**config.mk**
```make
export PLATFORM = sky130hd
export DESIGN_NAME = onchip_mem_tester_flat
export DESIGN_NICKNAME = d
export VERILOG_FILES = /design/src/rtl/onchip_mem_tester_if.sv /design/src/rtl/onchip_mem_tester.sv /design/src/flat_wrapper.sv
export SDC_FILE = /design/constraint.sdc
export NUM_CORES = 1
export LEC_CHECK = 0
export ABC_AREA = 1
export ABC_CLOCK_PERIOD_IN_PS = 4600
export CAP_MARGIN = 15
export CORE_MARGIN = 4
export CORE_UTILIZATION = 65
export DETAILED_ROUTE_END_ITERATION = 10
export DONT_BUFFER_PORTS = 1
export GPL_TIMING_DRIVEN = 0
export PLACE_DENSITY = 0.85
export SLEW_MARGIN = 15
export SYNTH_ARGS = -nofsm -noshare
export SYNTH_HDL_FRONTEND = slang
export SYNTH_SLANG_ARGS = --single-unit
```
**constraint.sdc**
```tcl
create_clock -name clk -period 4.6 [get_ports clk]
set_clock_uncertainty 0.2 [all_clocks]
set_input_delay 0.69 -clock clk [delete_from_list [all_inputs] [get_ports clk]]
set_output_delay 0.69 -clock clk [all_outputs]
set_load 0.01 [all_outputs]
```
**src/rtl/onchip_mem_tester_if.sv**
```systemverilog
// Memory-side bus of the on-chip memory tester: one access per cycle while chipselect is high,
// read data returns exactly one cycle after a read is issued.
interface onchip_mem_tester_if #(
  parameter int ADDR_W = 13,
  parameter int DATA_W = 32
);
  logic [ADDR_W-1:0]   m_address;
  logic                m_chipselect;
  logic                m_write;
  logic [DATA_W/8-1:0] m_byteenable;
  logic [DATA_W-1:0]   m_writedata;
  logic                m_clken;
  logic [DATA_W-1:0]   m_readdata;

  modport master (
    output m_address,
    output m_chipselect,
    output m_write,
    output m_byteenable,
    output m_writedata,
    output m_clken,
    input  m_readdata
  );

  modport slave (
    input  m_address,
    input  m_chipselect,
    input  m_write,
    input  m_byteenable,
    input  m_writedata,
    input  m_clken,
    output m_readdata
  );
endinterface

```
**src/rtl/onchip_mem_tester.sv**
```systemverilog
// Fill/verify tester: writes seed^addr over a window, reads it back, counts mismatches.
// Start-to-done is 2N+2 cycles (1 for an empty window); no backpressure, one access per cycle.
module onchip_mem_tester #(
  parameter int ADDR_W = 13,
  parameter int DATA_W = 32,
  parameter int DEPTH  = 7741
) (
  input  logic                clk,
  input  logic                reset,
  input  logic                start,
  input  logic                abort,
  input  logic [ADDR_W-1:0]   base_addr,
  input  logic [ADDR_W:0]     num_words,
  input  logic [DATA_W-1:0]   seed,
  onchip_mem_tester_if.master mem,
  output logic                busy,
  output logic                done,
  output logic                pass,
  output logic [15:0]         err_count,
  output logic [ADDR_W-1:0]   first_err_addr
);

  typedef enum logic [2:0] {
    S_IDLE   = 3'd0,
    S_FILL   = 3'd1,
    S_READ   = 3'd2,
    S_DRAIN  = 3'd3,
    S_FINISH = 3'd4
  } state_t;

  localparam logic [ADDR_W:0] DEPTH_L = (ADDR_W+1)'(DEPTH);
  localparam logic [ADDR_W:0] CNT_ONE = (ADDR_W+1)'(1);

  state_t              state_q;
  logic [ADDR_W-1:0]   base_q;
  logic [ADDR_W-1:0]   addr_q;
  logic [ADDR_W-1:0]   rd_addr_q;
  logic [ADDR_W-1:0]   first_err_q;
  logic [DATA_W-1:0]   seed_q;
  logic [DATA_W-1:0]   wdata_q;
  logic [ADDR_W:0]     n_q;
  logic [ADDR_W:0]     cnt_q;
  logic                cs_q;
  logic                wr_q;
  logic                rd_pend_q;
  logic                busy_q;
  logic                done_q;
  logic                pass_q;
  logic [15:0]         err_q;

  logic [ADDR_W:0]     base_ext;
  logic [ADDR_W:0]     avail;
  logic [ADDR_W:0]     n_d;
  logic [ADDR_W-1:0]   addr_nxt;
  logic [DATA_W-1:0]   exp_rd;
  logic                mismatch;
  logic [15:0]         err_d;
  logic [ADDR_W-1:0]   first_err_d;

  // Effective count is clipped to the implemented words at and above base_addr.
  always_comb begin
    base_ext = {1'b0, base_addr};
    avail    = DEPTH_L - base_ext;
    n_d      = '0;
    if (base_ext < DEPTH_L) begin
      n_d = (num_words < avail) ? num_words : avail;
    end
  end

  // rd_pend_q/rd_addr_q describe the read issued last cycle, whose data is on m_readdata now.
  always_comb begin
    addr_nxt    = addr_q + ADDR_W'(1);
    exp_rd      = seed_q ^ DATA_W'(rd_addr_q);
    mismatch    = rd_pend_q && (mem.m_readdata != exp_rd);
    err_d       = err_q;
    first_err_d = first_err_q;
    if (mismatch) begin
      if (err_q != 16'hFFFF) begin
        err_d = err_q + 16'd1;
      end
      if (err_q == 16'd0) begin
        first_err_d = rd_addr_q;
      end
    end
  end

  always_ff @(posedge clk) begin
    if (reset) begin
      state_q     <= S_IDLE;
      base_q      <= '0;
      addr_q      <= '0;
      rd_addr_q   <= '0;
      first_err_q <= '0;
      seed_q      <= '0;
      wdata_q     <= '0;
      n_q         <= '0;
      cnt_q       <= '0;
      cs_q        <= 1'b0;
      wr_q        <= 1'b0;
      rd_pend_q   <= 1'b0;
      busy_q      <= 1'b0;
      done_q      <= 1'b0;
      pass_q      <= 1'b0;
      err_q       <= '0;
    end else if (abort && (state_q != S_IDLE)) begin
      state_q   <= S_IDLE;
      cs_q      <= 1'b0;
      wr_q      <= 1'b0;
      rd_pend_q <= 1'b0;
      busy_q    <= 1'b0;
      done_q    <= 1'b0;
      pass_q    <= 1'b0;
    end else begin
      rd_pend_q <= cs_q && !wr_q;
      rd_addr_q <= addr_q;
      done_q    <= 1'b0;
      case (state_q)
        S_IDLE: begin
          if (start && !abort) begin
            base_q      <= base_addr;
            seed_q      <= seed;
            n_q         <= n_d;
            cnt_q       <= n_d;
            err_q       <= '0;
            first_err_q <= '0;
            pass_q      <= 1'b0;
            busy_q      <= 1'b1;
            if (n_d == '0) begin
              state_q <= S_FINISH;
              done_q  <= 1'b1;
              pass_q  <= 1'b1;
            end else begin
              state_q <= S_FILL;
              cs_q    <= 1'b1;
              wr_q    <= 1'b1;
              addr_q  <= base_addr;
              wdata_q <= seed ^ DATA_W'(base_addr);
            end
          end
        end
        S_FILL: begin
          if (cnt_q == CNT_ONE) begin
            state_q <= S_READ;
            wr_q    <= 1'b0;
            addr_q  <= base_q;
            cnt_q   <= n_q;
          end else begin
            addr_q  <= addr_nxt;
            wdata_q <= seed_q ^ DATA_W'(addr_nxt);
            cnt_q   <= cnt_q - CNT_ONE;
          end
        end
        S_READ: begin
          err_q       <= err_d;
          first_err_q <= first_err_d;
          if (cnt_q == CNT_ONE) begin
            state_q <= S_DRAIN;
            cs_q    <= 1'b0;
          end else begin
            addr_q <= addr_nxt;
            cnt_q  <= cnt_q - CNT_ONE;
          end
        end
        S_DRAIN: begin
          err_q       <= err_d;
          first_err_q <= first_err_d;
          state_q     <= S_FINISH;
          done_q      <= 1'b1;
          pass_q      <= (err_d == 16'd0);
        end
        S_FINISH: begin
          state_q <= S_IDLE;
          busy_q  <= 1'b0;
        end
        default: begin
          state_q <= S_IDLE;
          cs_q    <= 1'b0;
          wr_q    <= 1'b0;
          busy_q  <= 1'b0;
        end
      endcase
    end
  end

  assign mem.m_address    = addr_q;
  assign mem.m_chipselect = cs_q;
  assign mem.m_write      = wr_q;
  assign mem.m_byteenable = {(DATA_W/8){cs_q}};
  assign mem.m_writedata  = wdata_q;
  assign mem.m_clken      = 1'b1;

  assign busy           = busy_q;
  assign done           = done_q;
  assign pass           = pass_q;
  assign err_count      = err_q;
  assign first_err_addr = first_err_q;

endmodule

```
**src/flat_wrapper.sv**
```systemverilog
// flat-port wrapper written by rule: the top's interface ports become plain ports
module onchip_mem_tester_flat 
#(
  parameter int ADDR_W = 13,
  parameter int DATA_W = 32,
  parameter int DEPTH  = 7741
)
  (clk, reset, start, abort, base_addr, num_words, seed, busy, done, pass, err_count, first_err_addr, mem_m_address, mem_m_chipselect, mem_m_write, mem_m_byteenable, mem_m_writedata, mem_m_clken, mem_m_readdata);
  onchip_mem_tester_if #(.ADDR_W(ADDR_W), .DATA_W(DATA_W)) mem_i ();
  input  logic clk;
  input  logic reset;
  input  logic start;
  input  logic abort;
  input  logic [ADDR_W-1:0] base_addr;
  input  logic [ADDR_W:0] num_words;
  input  logic [DATA_W-1:0] seed;
  output logic busy;
  output logic done;
  output logic pass;
  output logic [15:0] err_count;
  output logic [ADDR_W-1:0] first_err_addr;
  output wire logic [$bits(mem_i.m_address)-1:0] mem_m_address;
  output wire logic [$bits(mem_i.m_chipselect)-1:0] mem_m_chipselect;
  output wire logic [$bits(mem_i.m_write)-1:0] mem_m_write;
  output wire logic [$bits(mem_i.m_byteenable)-1:0] mem_m_byteenable;
  output wire logic [$bits(mem_i.m_writedata)-1:0] mem_m_writedata;
  output wire logic [$bits(mem_i.m_clken)-1:0] mem_m_clken;
  input wire logic [$bits(mem_i.m_readdata)-1:0] mem_m_readdata;
  assign mem_m_address = mem_i.m_address;
  assign mem_m_chipselect = mem_i.m_chipselect;
  assign mem_m_write = mem_i.m_write;
  assign mem_m_byteenable = mem_i.m_byteenable;
  assign mem_m_writedata = mem_i.m_writedata;
  assign mem_m_clken = mem_i.m_clken;
  assign mem_i.m_readdata = mem_m_readdata;
  onchip_mem_tester #(.ADDR_W(ADDR_W), .DATA_W(DATA_W), .DEPTH(DEPTH)) u_core (.clk(clk), .reset(reset), .start(start), .abort(abort), .base_addr(base_addr), .num_words(num_words), .seed(seed), .mem(mem_i), .busy(busy), .done(done), .pass(pass), .err_count(err_count), .first_err_addr(first_err_addr));
endmodule
```
==> results of run 1 <==
==> per-stage QoR <==
stage | hold WS [ns] | util, % | instances | area [um2] | total power [mW]
4_1_cts | 0.1863 | 73.08 | 1706 | 10780 | 6.167
2_1_floorplan | 0.2514 | - | 1490 | 9953 | 4.027
6_report | 0.1862 | 73.08 | 1706 | 10780 | 6.239
5_1_grt | 0.1934 | 73.08 | 1706 | 10780 | 6.638
3_5_place_dp | 0.2703 | 69.02 | 1674 | 10180 | 4.701
3_3_place_gp | 0.2625 | 69.02 | 1674 | 10180 | 4.648
==> cells by family after synthesis <==
group           Yosys count  share of synthesized area [%]
fa+ha+maj                20                          2.514
flops                   169                          33.99
other cells               1                        0.03768
compound gates          328                          18.00
xor+xnor                 73                          6.499
buf+inv                 222                          9.252
simple gates            677                          29.70
==> final timing paths <==
check | from | endpoint | cells past startpoint
max reg2reg | u_core.state_q[2] | u_core.mem.m_address[8] | 11
min | seed[31] | u_core.seed_q[31] | 2
max | base_addr[5] | u_core.mem.m_writedata[7] | 23
min reg2reg | u_core.seed_q[22] | u_core.seed_q[22] | 2
==> state kept, by name (all words and copies together) (netlist names), 3 cells and up <==
register / flops
u_core.cnt_q: 14
u_core.n_q: 14
u_core.first_err_addr: 13
u_core.state_q: 3
u_core.seed_q: 32
u_core.rd_addr_q: 13
u_core.mem.m_address: 13
u_core.err_count: 16
u_core.base_q: 13
u_core.mem.m_writedata: 32
==> routing by layer <==
metal	share of wire, %	GRT usage (%)
met1	40	43.80
met2	44	53.95
met3	12	11.03
met4	3.9	14.70
met5	0	0
==> layout make-up <==
type	count	area, um2	area share (%)
multi-input cells	1099	5649	52.39
clock inverters	13	156.4	1.450
clock buffers	19	442.9	4.108
plain buffers	83	399.1	3.702
well taps	184	230.2	2.135
flip-flops and latches	169	3383	31.38
inverters	139	521.8	4.839
==> cell usage after synthesis, types with 2 or more instances <==
| cell | instances | area [um2] |
|---|---|---|
| o21ai_1 | 4 | 20.02 |
| nor3_2 | 2 | 20.02 |
| dfxtp_1 | 169 | 3383 |
| nand3b_1 | 14 | 105.1 |
| nor3_1 | 14 | 70.07 |
| buf_4 | 11 | 82.58 |
| buf_1 | 4 | 15.01 |
| a221oi_1 | 13 | 113.9 |
| xor2_1 | 47 | 411.6 |
| a21oi_2 | 9 | 78.83 |
| or2_2 | 3 | 18.77 |
| nor4_1 | 4 | 25.02 |
| inv_1 | 130 | 488.0 |
| nand2_2 | 7 | 43.79 |
| inv_2 | 7 | 26.28 |
| nand3_1 | 108 | 540.5 |
| a211oi_1 | 3 | 22.52 |
| nor2_2 | 5 | 31.28 |
| o21ai_0 | 127 | 635.6 |
| buf_2 | 13 | 65.06 |
| nor2_4 | 2 | 22.52 |
| xnor2_1 | 25 | 219.0 |
| nor2_1 | 134 | 503.0 |
| a31oi_1 | 3 | 18.77 |
| nand2_1 | 351 | 1318 |
| a21oi_1 | 155 | 775.7 |
| nand3_2 | 7 | 70.07 |
| clkinv_1 | 2 | 7.510 |
| nand4_1 | 23 | 143.9 |
| ha_1 | 20 | 250.2 |
| a22oi_1 | 5 | 37.54 |
| clkbuf_1 | 51 | 191.4 |
| buf_6 | 4 | 45.04 |
==> report_power, final <==
group	internal, mW	switching [mW]
clock	0.829	0.638
sequential	1.82	0.449
combinational	0.850	1.66
==> flow_metrics.env, run 1 <==
export IMPL_syn_inst=1490
export IMPL_post_cts_setup_buffers=0
export IMPL_cts_buffers=17
export IMPL_cts_root_buffer="clkbuf_16"
export IMPL_worstHoldPathType="in2reg"
export IMPL_cts_resized=0
export IMPL_setup_viol=0
export IMPL_worst_slew_pin_slew_ns=0.8410
export IMPL_max_freq_ghz=0.2515
export IMPL_crit_family="simple AND/OR/NAND/NOR gates"
export IMPL_critPathMaxStageDelay_ns=0.29
export IMPL_grt_pass1_wl_um=48820
export IMPL_yosysWarnings=0
export IMPL_fp_coreArea_um2=14750
export IMPL_grt_setup_unrepaired="false"
export IMPL_detail_route_first_pass_iterations=5
export IMPL_clock_latency_ns=0.44
export IMPL_synth_edf_count=0
export IMPL_ys_types=47
export IMPL_syn_to_final_growth_pct=8.334
export IMPL_htreeDepth=4
export IMPL_drtAntennaViolNets=0
export IMPL_die_area_um2=17360
export IMPL_start_util_pct=67.46
export IMPL_grt_overflow=0
export IMPL_p_leak_nw=4.556
export IMPL_slew_headroom_pct=43.93
export IMPL_synth_area_um2=9953
export IMPL_io_buffers=0
export IMPL_synth_area_per_cell_um2=6.680
export IMPL_peakVddDrop_v=0.0003397
export IMPL_antenna_found_initial=0
export IMPL_place_congestion=1.017
export IMPL_die_h_um=131.7
export IMPL_cts_tree="yes"
export IMPL_ys_flop_type="dfxtp_1"
export IMPL_endpoint_kind="register"
export IMPL_final_hold_viol_count=0
export IMPL_wl_per_cell_um=18.11
export IMPL_grt_max_degree=17
export IMPL_cp_num_buf_inv=5
export IMPL_fillers=1214
export IMPL_maxCapViolCount=0
export IMPL_path_class="in2reg"
export IMPL_pin_count=179
export IMPL_required_ns=4.73
export IMPL_outcome="finished, final reports clean"
export IMPL_grt_usage_pct=34.41
export IMPL_cp_start_kind="primary input"
export IMPL_pre_cts_slack_ns=0.2922
export IMPL_num_vias=10224
export IMPL_cts_buffer_depth=2
export IMPL_timing_setup_tns_ns=0
export IMPL_maxSlewViolCount=0
export IMPL_cp_arrival_ns=4.11
export IMPL_slowest_stage="xor2_1"
export IMPL_drt_iter0_drc=1193
export IMPL_grt_pass1_vias=9554
export IMPL_fin_crit_sh_pct=86.43
export IMPL_cp_cell_sequence="buf_2, nand2_1, nor2_2, nand2_1, nand2_2, nand2_1, xor2_1, ha_1, nand2_1, inv_2, o21ai_1, nand2_1, nor2_2, buf_2, nand3_1, nand3_1, nand3_2, nor2_4, nand4_4, buf_6, buf_6, a21oi_1, nor2_1"
export IMPL_reg2reg_slack_ns=1.51
export IMPL_drive_gt1_share_pct=7.030
export IMPL_async_flop_share_pct=0
export IMPL_viasPerCell=5.993
export IMPL_clk_pin_slew_ns=0.07
export IMPL_synth_seq_cells=169
export IMPL_critPathMaxFanout=10
export IMPL_period_needed_ns=3.976
export IMPL_drt_total_wl_um=30890
export IMPL_dpl_hpwl_um=23750
export IMPL_synth_fp_nets=1605
export IMPL_power_density_nw_per_um2=578.6
export IMPL_fin_nets=1624
export IMPL_num_rows=44
export IMPL_worst_slack_ns=0.6241
export IMPL_n_antenna_cell=0
export IMPL_fp_dieW_um=131.7
export IMPL_cts_hold_buf=0
export IMPL_ys_seq_area_share_pct=33.99
export IMPL_final_cell_mix="nand2_1, dfxtp_1, a21oi_1, nor2_1, inv_1"
export IMPL_drc=0
export IMPL_cts_sinks=169
export IMPL_final_common_cell="nand2_1"
export IMPL_crit_top_cell="nand2_1"
No activity file was read; power rests on OpenSTA's default activity.
==> run 2: changes to the inputs <==
--- a/config.mk
+++ b/config.mk
@@ -9,11 +9,11 @@
 export ABC_CLOCK_PERIOD_IN_PS = 4600
 export CAP_MARGIN = 15
 export CORE_MARGIN = 4
-export CORE_UTILIZATION = 65
+export CORE_UTILIZATION = 57
 export DETAILED_ROUTE_END_ITERATION = 10
 export DONT_BUFFER_PORTS = 1
 export GPL_TIMING_DRIVEN = 0
-export PLACE_DENSITY = 0.85
+export PLACE_DENSITY = 0.76
 export SLEW_MARGIN = 15
 export SYNTH_ARGS = -nofsm -noshare
 export SYNTH_HDL_FRONTEND = slang
==> run 2 against run 1 <==
  * Hold slack better by 0.0057 ns
  * Via count decreased by 0.89%
  * Count of clock-buffer cells in the layout shrank 2
  * Total power about the same
  * Global-route usage shrank 2.9 points
  * Die area grew 13%
  * Register-to-register slack got worse by 0.03 ns
  * Clock power is essentially flat
  * Critical path depth shrank 1
  * Sequential share of layout area is 0.16 points lower
  * Largest power group unchanged
  * Highest routed layer unchanged
==> flow_metrics.env, run 2 (synthesis gave the netlist of run 1 again) <==
export IMPL_p_total_mw=6.233
export IMPL_timing_setup_tns_ns=0
export IMPL_cp_arrival_ns=4.08
export IMPL_final_hold_viol_count=0
export IMPL_dpl_cell_count=1715
export IMPL_dpl_hpwl_um=24790
export IMPL_worst_slew_pin_slew_ns=0.7847
export IMPL_finish_instance_area_um2=10840
export IMPL_required_ns=4.76
export IMPL_cts_buffers=17
export IMPL_p_int_mw=3.397
export IMPL_grt_max_degree=20
export IMPL_grt_overflow=0
export IMPL_pwr_share_clk_pct=23.2
export IMPL_viasPerCell=5.800
export IMPL_place_area_um2=10230
export IMPL_start_util_pct=57.95
export IMPL_cts_sinks=169
export IMPL_fin_crit_sh_pct=85.36
export IMPL_cts_buffer_depth=2
export IMPL_fin_nets=1624
export IMPL_worstHoldPathType="in2reg"
export IMPL_clk_pin_slew_ns=0.07
export IMPL_place_congestion=0.9750
export IMPL_switchingPower_mw=2.835
export IMPL_maxCapViolCount=0
export IMPL_drt_total_wl_um=31900
export IMPL_fin_cells=1747
export IMPL_gr_usage_met2_pct=48.97
export IMPL_hold_worst_slack_ns=0.1920
export IMPL_final_common_cell="nand2_1"
export IMPL_p_leak_nw=4.558
export IMPL_syn_to_final_growth_pct=8.888
export IMPL_setup_viol=0
export IMPL_die_h_um=140.1
export IMPL_outcome="finished, final reports clean"
export IMPL_slew_headroom_pct=47.69
export IMPL_drt_iter0_drc=1089
export IMPL_power_density_nw_per_um2=575.1
export IMPL_regArea_um2=3383
export IMPL_critPathMaxFanout=10
export IMPL_pre_cts_slack_ns=0.2803
export IMPL_fp_coreArea_um2=17180
export IMPL_period_needed_ns=3.926
export IMPL_fillers=1644
export IMPL_grt_usage_pct=31.54
export IMPL_final_cell_mix="nand2_1, dfxtp_1, a21oi_1, nor2_1, inv_1"
export IMPL_grt_pass1_vias=9327
export IMPL_antenna_found_initial=0
export IMPL_max_freq_ghz=0.2547
export IMPL_combinationalPowerShare_pct=40.3
export IMPL_drtAntennaViolNets=0
export IMPL_swShare_pct=45.49
export IMPL_io_buffers=0
export IMPL_hold_depth=2
export IMPL_peakVddDrop_v=0.0003515
export IMPL_die_area_um2=19640
export IMPL_seq_power_share_pct=36.5
export IMPL_endpoint_kind="register"
export IMPL_grt_setup_unrepaired="false"
export IMPL_drive_gt1_share_pct=7.096
export IMPL_met1_usage_pct=41.46
export IMPL_cts_resized=0
export IMPL_clock_latency_ns=0.45
export IMPL_pin_count=179
export IMPL_detail_route_first_pass_iterations=5
export IMPL_maxSlewViolCount=0
export IMPL_path_class="in2reg"
export IMPL_n_antenna_cell=0
export IMPL_num_vias=10133
export IMPL_grtUsageMet3_pct=10.00
export IMPL_worst_slack_ns=0.6736
export IMPL_drc=0
export IMPL_cts_hold_buf=0
export IMPL_cts_tree="yes"
export IMPL_cp_start_kind="primary input"
export IMPL_cts_root_buffer="clkbuf_16"
export IMPL_htreeDepth=4
export IMPL_fin_util_pct=63.10
export IMPL_grt_pass1_wl_um=49600
export IMPL_multi_input_area_um2=5649
export IMPL_wl_per_cell_um=18.26
export IMPL_top_usage_layer="met2"
export IMPL_fp_dieW_um=140.1
export IMPL_num_rows=48
export IMPL_r2r_cells=11
export IMPL_post_cts_setup_buffers=0
run 2: changes by cell type in the layout (fill, tap and decap cells not counted), sizes merged:
cell / before / now
clkinv: 5 / 8
clkbuf: 70 / 68
inv: 143 / 145
clkinvlp: 2 / 1
bufinv: 2 / 0
run 2: final cells by class:
class	instances	area share, %
Clock inverter	15	1.639
Sequential cell	169	31.22
Clock buffer	17	3.925
Tap cell	225	2.598
Buffer	83	3.683
Multi-Input combinational cell	1099	52.12
Inverter	139	4.814
run 2: path summary, 6_finish.rpt:
kind | to | slack [ns] | from
max | u_core.mem.m_writedata[15] | 0.67 | base_addr[1]
max reg2reg | u_core.mem.m_address[9] | 1.48 | u_core.state_q[2]
min reg2reg | u_core.seed_q[13] | 0.28 | u_core.seed_q[13]
min | u_core.seed_q[12] | 0.19 | seed[12]
run 2: worst max-delay path: stages:
cell and delay, ns:
ha_1 0.16, inv_1 0.06, nor2_2 0.13, nand2_1 0.09
a21oi_1 0.17, xor2_1 0.28, ha_1 0.30, nand2_1 0.06
inv_1 0.03, o21ai_1 0.11, nand2_1 0.08, nor2_2 0.23
buf_2 0.26, nand3b_1 0.10, nand3_1 0.22, nand2_1 0.10
nor2_2 0.18, nand4_4 0.22, nand2_2 0.17, buf_4 0.19
nand2_1 0.07, a21oi_1 0.17
run 2: routing by layer:
layer | vias up | routed length (um) | share of wire, %
met5 | - | 0 | 0
met1 | 4618 | 12980 | 41
met2 | 494 | 14200 | 45
met3 | 73 | 3714 | 12
li1 | 4948 | - | -
met4 | 0 | 1008 | 3.2
run 2: power groups by stage:
stage | clock, mW | sequential, mW | combinational (mW)
finish | 1.45 | 2.27 | 2.51
global route | 1.51 | 2.31 | 2.82
floorplan | 0 | 2.15 | 1.87
detailed placement | 0 | 2.29 | 2.45
global placement | 0 | 2.28 | 2.42
CTS | 1.45 | 2.26 | 2.47
